$ cat src/rtl/fft8_frame_sequencer.sv
// fft8_frame_sequencer
// Frame-level controller for an 8-point parallel FFT datapath.
// - Collects 8 complex samples from a valid/ready stream into a frame buffer.
// - Holds the frame on the datapath inputs for PIPE_LAT cycles.
// - Captures the 8 results and streams them out in natural bin order.
// Optional build macro FFT_BITREV_EN: when defined, input samples are written
// to bit-reversed slots, so natural-order input lands in decimation-in-time
// order. When undefined, upstream must supply bit-reversed order itself.
module fft8_frame_sequencer #(
   parameter int WIDTH    = 16,
   parameter int PIPE_LAT = 3
) (
   input  logic               clk,
   input  logic               rst_n,
   input  logic               in_valid,
   output logic               in_ready,
   input  logic [WIDTH-1:0]   in_re,
   input  logic [WIDTH-1:0]   in_im,
   input  logic               in_last,
   output logic [8*WIDTH-1:0] dp_re_o,
   output logic [8*WIDTH-1:0] dp_im_o,
   input  logic [8*WIDTH-1:0] dp_re_i,
   input  logic [8*WIDTH-1:0] dp_im_i,
   output logic               out_valid,
   input  logic               out_ready,
   output logic [WIDTH-1:0]   out_re,
   output logic [WIDTH-1:0]   out_im,
   output logic [2:0]         out_idx,
   output logic               out_last,
   output logic               busy,
   output logic               frame_err
);

   typedef enum logic [1:0] {
      ST_LOAD   = 2'd0,
      ST_RUN    = 2'd1,
      ST_UNLOAD = 2'd2
   } state_t;

   // Frame buffer slot for the wr_cnt-th accepted sample.
   function automatic logic [2:0] wr_addr(input logic [2:0] cnt);
`ifdef FFT_BITREV_EN
      return {cnt[0], cnt[1], cnt[2]};
`else
      return cnt;
`endif
   endfunction

   state_t           state_q, state_d;
   logic [2:0]       wr_cnt_q, wr_cnt_d;
   logic [2:0]       rd_cnt_q, rd_cnt_d;
   logic [3:0]       lat_cnt_q, lat_cnt_d;
   logic [WIDTH-1:0] in_re_q  [8];
   logic [WIDTH-1:0] in_re_d  [8];
   logic [WIDTH-1:0] in_im_q  [8];
   logic [WIDTH-1:0] in_im_d  [8];
   logic [WIDTH-1:0] res_re_q [8];
   logic [WIDTH-1:0] res_re_d [8];
   logic [WIDTH-1:0] res_im_q [8];
   logic [WIDTH-1:0] res_im_d [8];
   logic             out_valid_q, out_valid_d;
   logic [WIDTH-1:0] out_re_q, out_re_d;
   logic [WIDTH-1:0] out_im_q, out_im_d;
   logic [2:0]       out_idx_q, out_idx_d;
   logic             out_last_q, out_last_d;
   logic             busy_q, busy_d;
   logic             frame_err_q, frame_err_d;

   logic             accept_s;
   logic             out_hs_s;
   logic             lat_done_s;
   logic [2:0]       rd_next_s;

   assign in_ready   = (state_q == ST_LOAD);
   assign accept_s   = in_valid & in_ready;
   assign out_hs_s   = out_valid_q & out_ready;
   assign lat_done_s = (lat_cnt_q == 4'(PIPE_LAT));
   assign rd_next_s  = rd_cnt_q + 3'd1;

   assign out_valid = out_valid_q;
   assign out_re    = out_re_q;
   assign out_im    = out_im_q;
   assign out_idx   = out_idx_q;
   assign out_last  = out_last_q;
   assign busy      = busy_q;
   assign frame_err = frame_err_q;

   // The frame buffer drives the datapath inputs directly.
   for (genvar g = 0; g < 8; g++) begin : g_dp_pack
      assign dp_re_o[g*WIDTH +: WIDTH] = in_re_q[g];
      assign dp_im_o[g*WIDTH +: WIDTH] = in_im_q[g];
   end

   // Next-state logic of the LOAD/RUN/UNLOAD controller.
   always_comb begin
      state_d = state_q;
      case (state_q)
         ST_LOAD: begin
            if (accept_s && (wr_cnt_q == 3'd7)) state_d = ST_RUN;
            else                                state_d = ST_LOAD;
         end
         ST_RUN: begin
            if (lat_done_s) state_d = ST_UNLOAD;
            else            state_d = ST_RUN;
         end
         ST_UNLOAD: begin
            if (out_hs_s && (rd_cnt_q == 3'd7)) state_d = ST_LOAD;
            else                                state_d = ST_UNLOAD;
         end
         default: state_d = ST_LOAD;
      endcase
   end

   // Counters, buffers and registered output fields for the next cycle.
   always_comb begin
      wr_cnt_d    = wr_cnt_q;
      rd_cnt_d    = rd_cnt_q;
      lat_cnt_d   = lat_cnt_q;
      in_re_d     = in_re_q;
      in_im_d     = in_im_q;
      res_re_d    = res_re_q;
      res_im_d    = res_im_q;
      out_valid_d = out_valid_q;
      out_re_d    = out_re_q;
      out_im_d    = out_im_q;
      out_idx_d   = out_idx_q;
      out_last_d  = out_last_q;
      frame_err_d = 1'b0;
      busy_d      = (state_d != ST_LOAD);
      case (state_q)
         ST_LOAD: begin
            if (accept_s) begin
               in_re_d[wr_addr(wr_cnt_q)] = in_re;
               in_im_d[wr_addr(wr_cnt_q)] = in_im;
               if (wr_cnt_q == 3'd7) begin
                  // Frame complete; a missing in_last is flagged but the frame is kept.
                  wr_cnt_d    = 3'd0;
                  lat_cnt_d   = 4'd0;
                  frame_err_d = ~in_last;
               end else if (in_last) begin
                  // Early in_last: drop the partial frame and start over.
                  wr_cnt_d    = 3'd0;
                  frame_err_d = 1'b1;
               end else begin
                  wr_cnt_d = wr_cnt_q + 3'd1;
               end
            end else begin
               wr_cnt_d = wr_cnt_q;
            end
         end
         ST_RUN: begin
            lat_cnt_d = lat_cnt_q + 4'd1;
            if (lat_done_s) begin
               for (int k = 0; k < 8; k++) begin
                  res_re_d[k] = dp_re_i[k*WIDTH +: WIDTH];
                  res_im_d[k] = dp_im_i[k*WIDTH +: WIDTH];
               end
               rd_cnt_d    = 3'd0;
               out_valid_d = 1'b1;
               out_re_d    = dp_re_i[WIDTH-1:0];
               out_im_d    = dp_im_i[WIDTH-1:0];
               out_idx_d   = 3'd0;
               out_last_d  = 1'b0;
            end else begin
               rd_cnt_d = rd_cnt_q;
            end
         end
         ST_UNLOAD: begin
            if (out_hs_s) begin
               if (rd_cnt_q == 3'd7) begin
                  rd_cnt_d    = 3'd0;
                  out_valid_d = 1'b0;
                  out_re_d    = '0;
                  out_im_d    = '0;
                  out_idx_d   = 3'd0;
                  out_last_d  = 1'b0;
               end else begin
                  rd_cnt_d    = rd_next_s;
                  out_re_d    = res_re_q[rd_next_s];
                  out_im_d    = res_im_q[rd_next_s];
                  out_idx_d   = rd_next_s;
                  out_last_d  = (rd_next_s == 3'd7);
               end
            end else begin
               rd_cnt_d = rd_cnt_q;
            end
         end
         default: begin
            wr_cnt_d  = 3'd0;
            rd_cnt_d  = 3'd0;
            lat_cnt_d = 4'd0;
         end
      endcase
   end

   // State and datapath registers; reset clears everything and aborts any frame.
   always_ff @(posedge clk or negedge rst_n) begin
      if (!rst_n) begin
         state_q     <= ST_LOAD;
         wr_cnt_q    <= 3'd0;
         rd_cnt_q    <= 3'd0;
         lat_cnt_q   <= 4'd0;
         for (int k = 0; k < 8; k++) begin
            in_re_q[k]  <= '0;
            in_im_q[k]  <= '0;
            res_re_q[k] <= '0;
            res_im_q[k] <= '0;
         end
         out_valid_q <= 1'b0;
         out_re_q    <= '0;
         out_im_q    <= '0;
         out_idx_q   <= 3'd0;
         out_last_q  <= 1'b0;
         busy_q      <= 1'b0;
         frame_err_q <= 1'b0;
      end else begin
         state_q     <= state_d;
         wr_cnt_q    <= wr_cnt_d;
         rd_cnt_q    <= rd_cnt_d;
         lat_cnt_q   <= lat_cnt_d;
         in_re_q     <= in_re_d;
         in_im_q     <= in_im_d;
         res_re_q    <= res_re_d;
         res_im_q    <= res_im_d;
         out_valid_q <= out_valid_d;
         out_re_q    <= out_re_d;
         out_im_q    <= out_im_d;
         out_idx_q   <= out_idx_d;
         out_last_q  <= out_last_d;
         busy_q      <= busy_d;
         frame_err_q <= frame_err_d;
      end
   end

endmodule

$ cat config.mk
export PLATFORM = sky130hd
export DESIGN_NAME = fft8_frame_sequencer
export DESIGN_NICKNAME = d
export VERILOG_FILES = /design/src/rtl/fft8_frame_sequencer.sv
export SDC_FILE = /design/constraint.sdc
export NUM_CORES = 1
export LEC_CHECK = 0
export ABC_AREA = 0
export BUFFER_PORTS_ARGS = -buffer_cell sky130_fd_sc_hd__buf_4
export CAP_MARGIN = 20
export CORE_ASPECT_RATIO = 0.5
export CORE_UTILIZATION = 55
export CTS_BUF_LIST = sky130_fd_sc_hd__clkbuf_8
export CTS_CLUSTER_DIAMETER = 60
export CTS_CLUSTER_SIZE = 10
export DETAILED_ROUTE_END_ITERATION = 8
export HOLD_SLACK_MARGIN = 0.15
export PLACE_DENSITY = 0.82
export SLEW_MARGIN = 20
export SYNTH_ARGS = -nofsm -noshare
export SYNTH_HDL_FRONTEND = slang
export SYNTH_SLANG_ARGS = --single-unit
$ cat constraint.sdc
create_clock -name clk -period 3.04 [get_ports clk]
set_input_delay 0.304 -clock clk [delete_from_list [all_inputs] [get_ports clk]]
set_output_delay 0.304 -clock clk [all_outputs]
set_load 0.02 [all_outputs]
### Word-level counts from Yosys, hierarchy flattened

Index checks and enable logic that the tools add are counted.

| word-level totals | value |
|---|---|
| register bits after elaboration | 563 |
| output and inout bits | 296 |
| logic and storage cells | 128 |

| operators by class | value |
|---|---|
| $add $sub $neg | 3 |
| order comparisons | 3 |
| eq/ne operators | 11 |
| mux-type cells | 46 |
| bitwise logic cells | 8 |
| reduce and logical (&&, ||, !) cells | 14 |

Operators with widths:

| cell | number |
|---|---|
| 128-bit bitwise mux | 2 |
| 16-bit 2-to-1 mux | 11 |
| 16-bit binary-select mux with 3-bit select | 2 |
| 16-bit case mux with 2 select lines | 2 |
| 16-bit demux with 3-bit select | 1 |
| 3-bit 2-to-1 mux | 6 |
| 3-bit case mux with 2 select lines | 2 |
| 4-bit case mux with 3 select lines | 1 |
| 1-bit 2-to-1 mux | 11 |
| 3-bit == test (second input constant) | 3 |
| 3-bit case mux with 3 select lines | 1 |
| 3-bit AND reduction | 3 |
| 4-bit greater-or-equal comparator (second input constant) | 2 |
| 4-bit 2-to-1 mux | 2 |
| 3-bit NOT with 4-bit output | 2 |
| 3-bit by 1-bit adder with 3-bit output (second input constant) | 2 |
| 2-bit != test (second input constant) | 3 |
| 2-bit case mux with 3 select lines | 1 |
| 2-bit AND reduction | 3 |
| 4-bit by 1-bit adder with 4-bit output (second input constant) | 1 |
| 4-bit by 2-bit == test with 1-bit output (second input constant) | 1 |
| 4-bit by 1-bit < comparator with 1-bit output (second input constant) | 1 |
| 2-bit 2-to-1 mux | 2 |
| 2-bit by 1-bit != test with 1-bit output (second input constant) | 2 |
| other kinds (10) | 18 |

### Logic depth before layout (Yosys ltp)

| depth | value |
|---|---|
| word-level depth | 8 |
| mapped depth | 9 |
| depth with buffers taken out | 6 |

### Least setup slack after synthesis

OpenSTA, ideal clock, no wires.

| timing path | value |
|---|---|
| path kind | register to register |
| from | register rd_cnt_q[0] |
| to | register out_im_q[10] (netlist: out_im[10]) |
| library setup time | 0.126 ns |
| arrival | 2.367 ns |
| slack | 0.547 ns |
| stages on the path, launching flop included | 9 |
| path buffers | 3 |
| clock period less this slack | 2.493 ns |
| cell sequence | dfrtp_1 ha_1 ha_1 buf_2 buf_2 buf_1 mux2i_1 nor2_1 o32a_1 |

| on the way | value |
|---|---|
| cells in the longest elaborated chain, start to end | 8 |
| elaborated cells on any way between the ends | 9 |
| those cells by class | add/sub: 1; eq/ne: 1; mux: 6; bitwise: 1 |

RTL lines:

| element | RTL line | text |
|---|---|---|
| from (decl) | 51 | `logic [2:0] rd_cnt_q, rd_cnt_d;` |
| from (signal assigned) | 219 | `rd_cnt_q <= rd_cnt_d;` |
| 3-bit by 1-bit adder with 3-bit output | 78 | `assign rd_next_s = rd_cnt_q + 3'd1;` |
| 3-bit NOT with 4-bit output (implied by the code) | 180 | `out_im_d = res_im_q[rd_next_s];` |
| 16-bit binary-select mux with 3-bit select | 180 |  |
| 16-bit 2-to-1 mux (implied by the code) (2 in series) | 180 |  |
| 16-bit 2-to-1 mux * | 170 | `if (rd_cnt_q == 3'd7) begin` |
| 16-bit 2-to-1 mux * | 169 | `if (out_hs_s) begin` |
| 16-bit case mux with 2 select lines * | 130 | `case (state_q)` |
| to (signal assigned) | 227 | `out_im_q <= out_im_d;` |
| to (decl) | 63 | `logic [WIDTH-1:0] out_im_q, out_im_d;` |

Mark *: on every way between the ends. The rest lies on a longest branch, timed or not. The select of a mux whose other input is x is not followed.
A chain may end at the register's enable or synchronous reset.

### Worst setup path after layout

| timing path | value |
|---|---|
| from | register rd_cnt_q[0] |
| to | register out_im_q[5] (netlist: out_im[5]) |

Same word-level chain as after synthesis.

==> reports/results.env <==
STATUS='finished, final reports clean'
MAXCLOCKFREQUENCY_MHz=395
P_LEAK_nW=15.1
TRITONCTS='yes'
INITIAL_CORE_UTIL_PCT=56.8
WL_PER_CELL_MICRONS=24.5
POSTCTSSETUPREPAIRBUFS=0
CTS-HTREE-LEVELS=3
VIAS=17421
DRIVE_ABOVE_1_SHARE_PCT=51.2
FP.DIEAREA_SQ_MM=0.0434
FIN_CRIT_PS=2530
BOUNDARYPINS=589
SHARE_OF_ASYNC_SETTABLE_OR_ASYNC_RESETTABLE_FLOPS_AFTER_SYNTHESIS_PCT=100
MAXCAPVIOLCOUNT=0
CTSRESIZECOUNT=0
CRITPATHLAUNCHTYPE='flip-flop'
CP_MAX_FO=16
SYNTH_CELL_TYPE_COUNT=45
DRT_FIRST_ITER_VIOLATIONS=1166
FIRSTDRTPASSITERS=5
TIMING_WORST_SETUP_PATH_TYPE='flip-flop to flip-flop'
DIE_HEIGHT_MICRONS=148
FINALCLOCKSKEW_PS=31.5
SYNTH_TOP_AREA_SHARE_PCT=60.2
MIN_PERIOD_OVER_PERIOD_PCT=83.4
GRT_USAGE_PCT=34.3
MOSTFREQUENTLAYOUTCELLS='610 x sky130_fd_sc_hd__buf_4, 563 x sky130_fd_sc_hd__dfrtp_1, 513 x sky130_fd_sc_hd__mux2_2, 292 x sky130_fd_sc_hd__dlygate4sd3_1, 120 x sky130_fd_sc_hd__mux2i_1'
YS_TOP_CELLS_BY_AREA='sky130_fd_sc_hd__dfrtp_1 60%, sky130_fd_sc_hd__mux2_2 25%, sky130_fd_sc_hd__mux2i_1 5.1%, sky130_fd_sc_hd__o221ai_2 1.3%, sky130_fd_sc_hd__o32a_1 1.3%'
CRIT_PATH_END_KIND='flip-flop'
FINAL_REPORT_MAX_SLEW_VIOLATION_COUNT=0
SETUP_REPAIR_AFTER_GLOBAL_ROUTING_MISSED_ITS_MARGIN='false'
NUMBER_OF_ENABLE_FLIP_FLOP_CELLS_AFTER_SYNTHESIS=0
FINALWEIGHTEDCONGESTION=0.890
TOTALNEGATIVESETUPSLACK_PS=0
SYNTHESIS_STAGE_REGISTER_BIT_COUNT=563
TIGHTESTPINTRANSITION_PS=745
ANT_NETS_AFTER_ROUTE=0
SYN_AREA_SQ_MM=0.0234
FIRST_GLOBAL_VIAS=19242
HPWLAFTERDP_MM=44.7
MULTIINPUTGATEAREA_SQ_MM=0.00881
REGISTER_AREA_SQ_MM=0.0141
GRT_ANTENNA_BEFORE_REPAIR=13
FLOORPLAN.CORE_AREA_SQ_MM=0.0412
GRT_PASS1_WL_MM=113
DRC=0
POSTSYNTHAREAPERCELL_SQ_UM=15.1
CTS-ROOT-TO-SINK-BUFFERS=3
WL_MM=74.5
CLOCK_LATENCY_LATE_SINK_PS=640
GRT-OVFL-TOTAL=0
SLEW-LIMIT-HEADROOM_PCT=50.3
CP.REQUIRED_PS=3580
FILL_CELL_INSTANCE_COUNT_OF_THE_FINAL_LAYOUT=2315
DOMINANTREGCELLSYNTH='sky130_fd_sc_hd__dfrtp_1'
NETLIST.TOP_CELL.BY_AREA='sky130_fd_sc_hd__dfrtp_1'
AREA_GROWTH_PCT=39.6
CELLPOWERDENSITY_mW_PER_MM2=664
COMMONEST_NON_FILL_NON_TAP_CELL_IN_THE_LAYOUT='sky130_fd_sc_hd__buf_4'
NNETSFINAL=2750
HOLD_VIOLATIONS=0
PORT_BUFFERS=588
FINAL-SETUP-VIOL-COUNT=0
CTS.HOLD.BUFFERS_ADDED=292
MIN-DELAY-PATH-CLASS='input pin to asynchronous set/reset pin'
SYNTH.NET_COUNT=1854
FINALCOREUTILIZATION_PCT=79.4
CLK_PIN_SLEW_WORST_PATHS_PS=80
CTS_INSERTED_BUFFERS=66
CLOCK_ROOT_BUFFER='sky130_fd_sc_hd__clkbuf_8'
SYNTH.YOSYS.SEQ_AREA_SHARE_PCT=60.2
SYNTH.YOSYS.WARNINGS=0
DIE_WIDTH_MICRONS=294
WORST-ENDPOINT-ARRIVAL_PS=3070
VIASPERCELL=5.73
IRDROPWORSTVDD_uV=601
POSTSYNTHCELLCOUNT=1551
CLOCK_SINK_COUNT=563
FLOORPLAN.ROWS=52
GRT_MAX_DEGREE=113
## worst paths after layout
| path | start | end | slack (ps) | cells after the start |
|---|---|---|---|---|
| hold / removal | rst_n | dp_im_o[102] | 290 | 2 |
| max in group asynchronous | rst_n | res_re_q[44] | 1790 | 4 |
| setup reg to reg | rd_cnt_q[0] | out_im[5] | 510 | 7 |
| min in group clk | dp_re_i[42] | res_re_q[90] | 450 | 3 |
| setup / recovery | rd_cnt_q[0] | out_im[5] | 510 | 7 |
| hold reg to reg | out_im[9] | out_im[9] | 500 | 1 |
## flip-flops by register name (all words and copies together) (netlist names), 2 cells and up
| signal | flops |
|---|---|
| out_idx | 3 |
| wr_cnt_q | 3 |
| state_q | 2 |
| res_im_q | 128 |
| out_re | 16 |
| res_re_q | 128 |
| rd_cnt_q | 3 |
| out_im | 16 |
| lat_cnt_q | 4 |
| dp_re_o | 128 |
| dp_im_o | 128 |
## final cells by class
| type | instances | area share (%) |
|---|---|---|
| diodes | 18 | 0.138 |
| flip-flops and latches | 563 | 43.1 |
| repair buffers | 923 | 24.2 |
| well taps | 567 | 2.17 |
| clock inverters | 7 | 0.168 |
| multi-input cells | 856 | 26.9 |
| inverters | 37 | 0.425 |
| clock buffers | 67 | 2.82 |
## report_power, final
part / leakage [nW] / internal (mW) / switching, mW
logic: 7.65 / 3.55 / 4.33
clock network: 0.510 / 2.00 / 2.72
registers: 6.98 / 8.47 / 0.638
## worst max-delay path, stage by stage (launching register included)
cell,delay [ps]
sky130_fd_sc_hd__dfrtp_1,450
sky130_fd_sc_hd__ha_1,260
sky130_fd_sc_hd__ha_4,190
sky130_fd_sc_hd__nor3b_1,460
sky130_fd_sc_hd__nand2b_2,440
sky130_fd_sc_hd__buf_12,310
sky130_fd_sc_hd__nor2_1,160
sky130_fd_sc_hd__o32a_1,190
## routing by layer
layer / wire, microns / track usage [%] / vias to the layer above
met5: 0 / 0 / -
met3: 4450 / 7.91 / 312
met2: 38200 / 58.5 / 800
met4: 4890 / 22.3 / 0
met1: 26900 / 39.1 / 8892
li1: - / - / 7417
## synthesized netlist by cell type, types with 10 or more instances
master,number
sky130_fd_sc_hd__dfrtp_1,563
sky130_fd_sc_hd__inv_1,37
sky130_fd_sc_hd__buf_1,10
sky130_fd_sc_hd__o221ai_2,20
sky130_fd_sc_hd__o22ai_1,31
sky130_fd_sc_hd__nand2_1,17
sky130_fd_sc_hd__mux2_2,513
sky130_fd_sc_hd__o32a_1,30
sky130_fd_sc_hd__buf_2,43
sky130_fd_sc_hd__nand2b_1,11
sky130_fd_sc_hd__clkbuf_1,36
sky130_fd_sc_hd__nor2_1,36
sky130_fd_sc_hd__ha_1,10
sky130_fd_sc_hd__mux2i_1,120
sky130_fd_sc_hd__o221ai_1,10
## cell families (layout without fill, tap and decap cells)
logic type / Yosys count / in the layout / synth area share, %
multiplexers: 638 / 638 / 30.2
AND/OR/NAND/NOR: 86 / 86 / 1.73
XOR/XNOR: 1 / 1 / 0.0374
buffers and inverters: 132 / 1034 / 2.49
adder cells (fa/ha/maj): 10 / 10 / 0.535
AO/OA/AOI/OAI: 121 / 121 / 4.77
other: 0 / 18 / 0
flip-flops: 563 / 563 / 60.2
## metrics by stage
| step | hold WS (ps) | setup slack, ps | std cells | power (mW) | cell area [sq um] |
|---|---|---|---|---|---|
| 6_report | 291 | 506 | 3038 | 21.7 | 32700 |
| 5_1_grt | 315 | 439 | 3033 | 22.6 | 32700 |
| 4_1_cts | 285 | 619 | 3020 | 21.5 | 32600 |
| 3_5_place_dp | 366 | 642 | 2654 | 16.6 | 28700 |
| 3_3_place_gp | 367 | 700 | 2654 | 16.4 | 28700 |
| 2_1_floorplan | 8.41 | 547 | 1551 | 13.5 | 23400 |
Note: power is estimated with default switching activity, not from simulation.
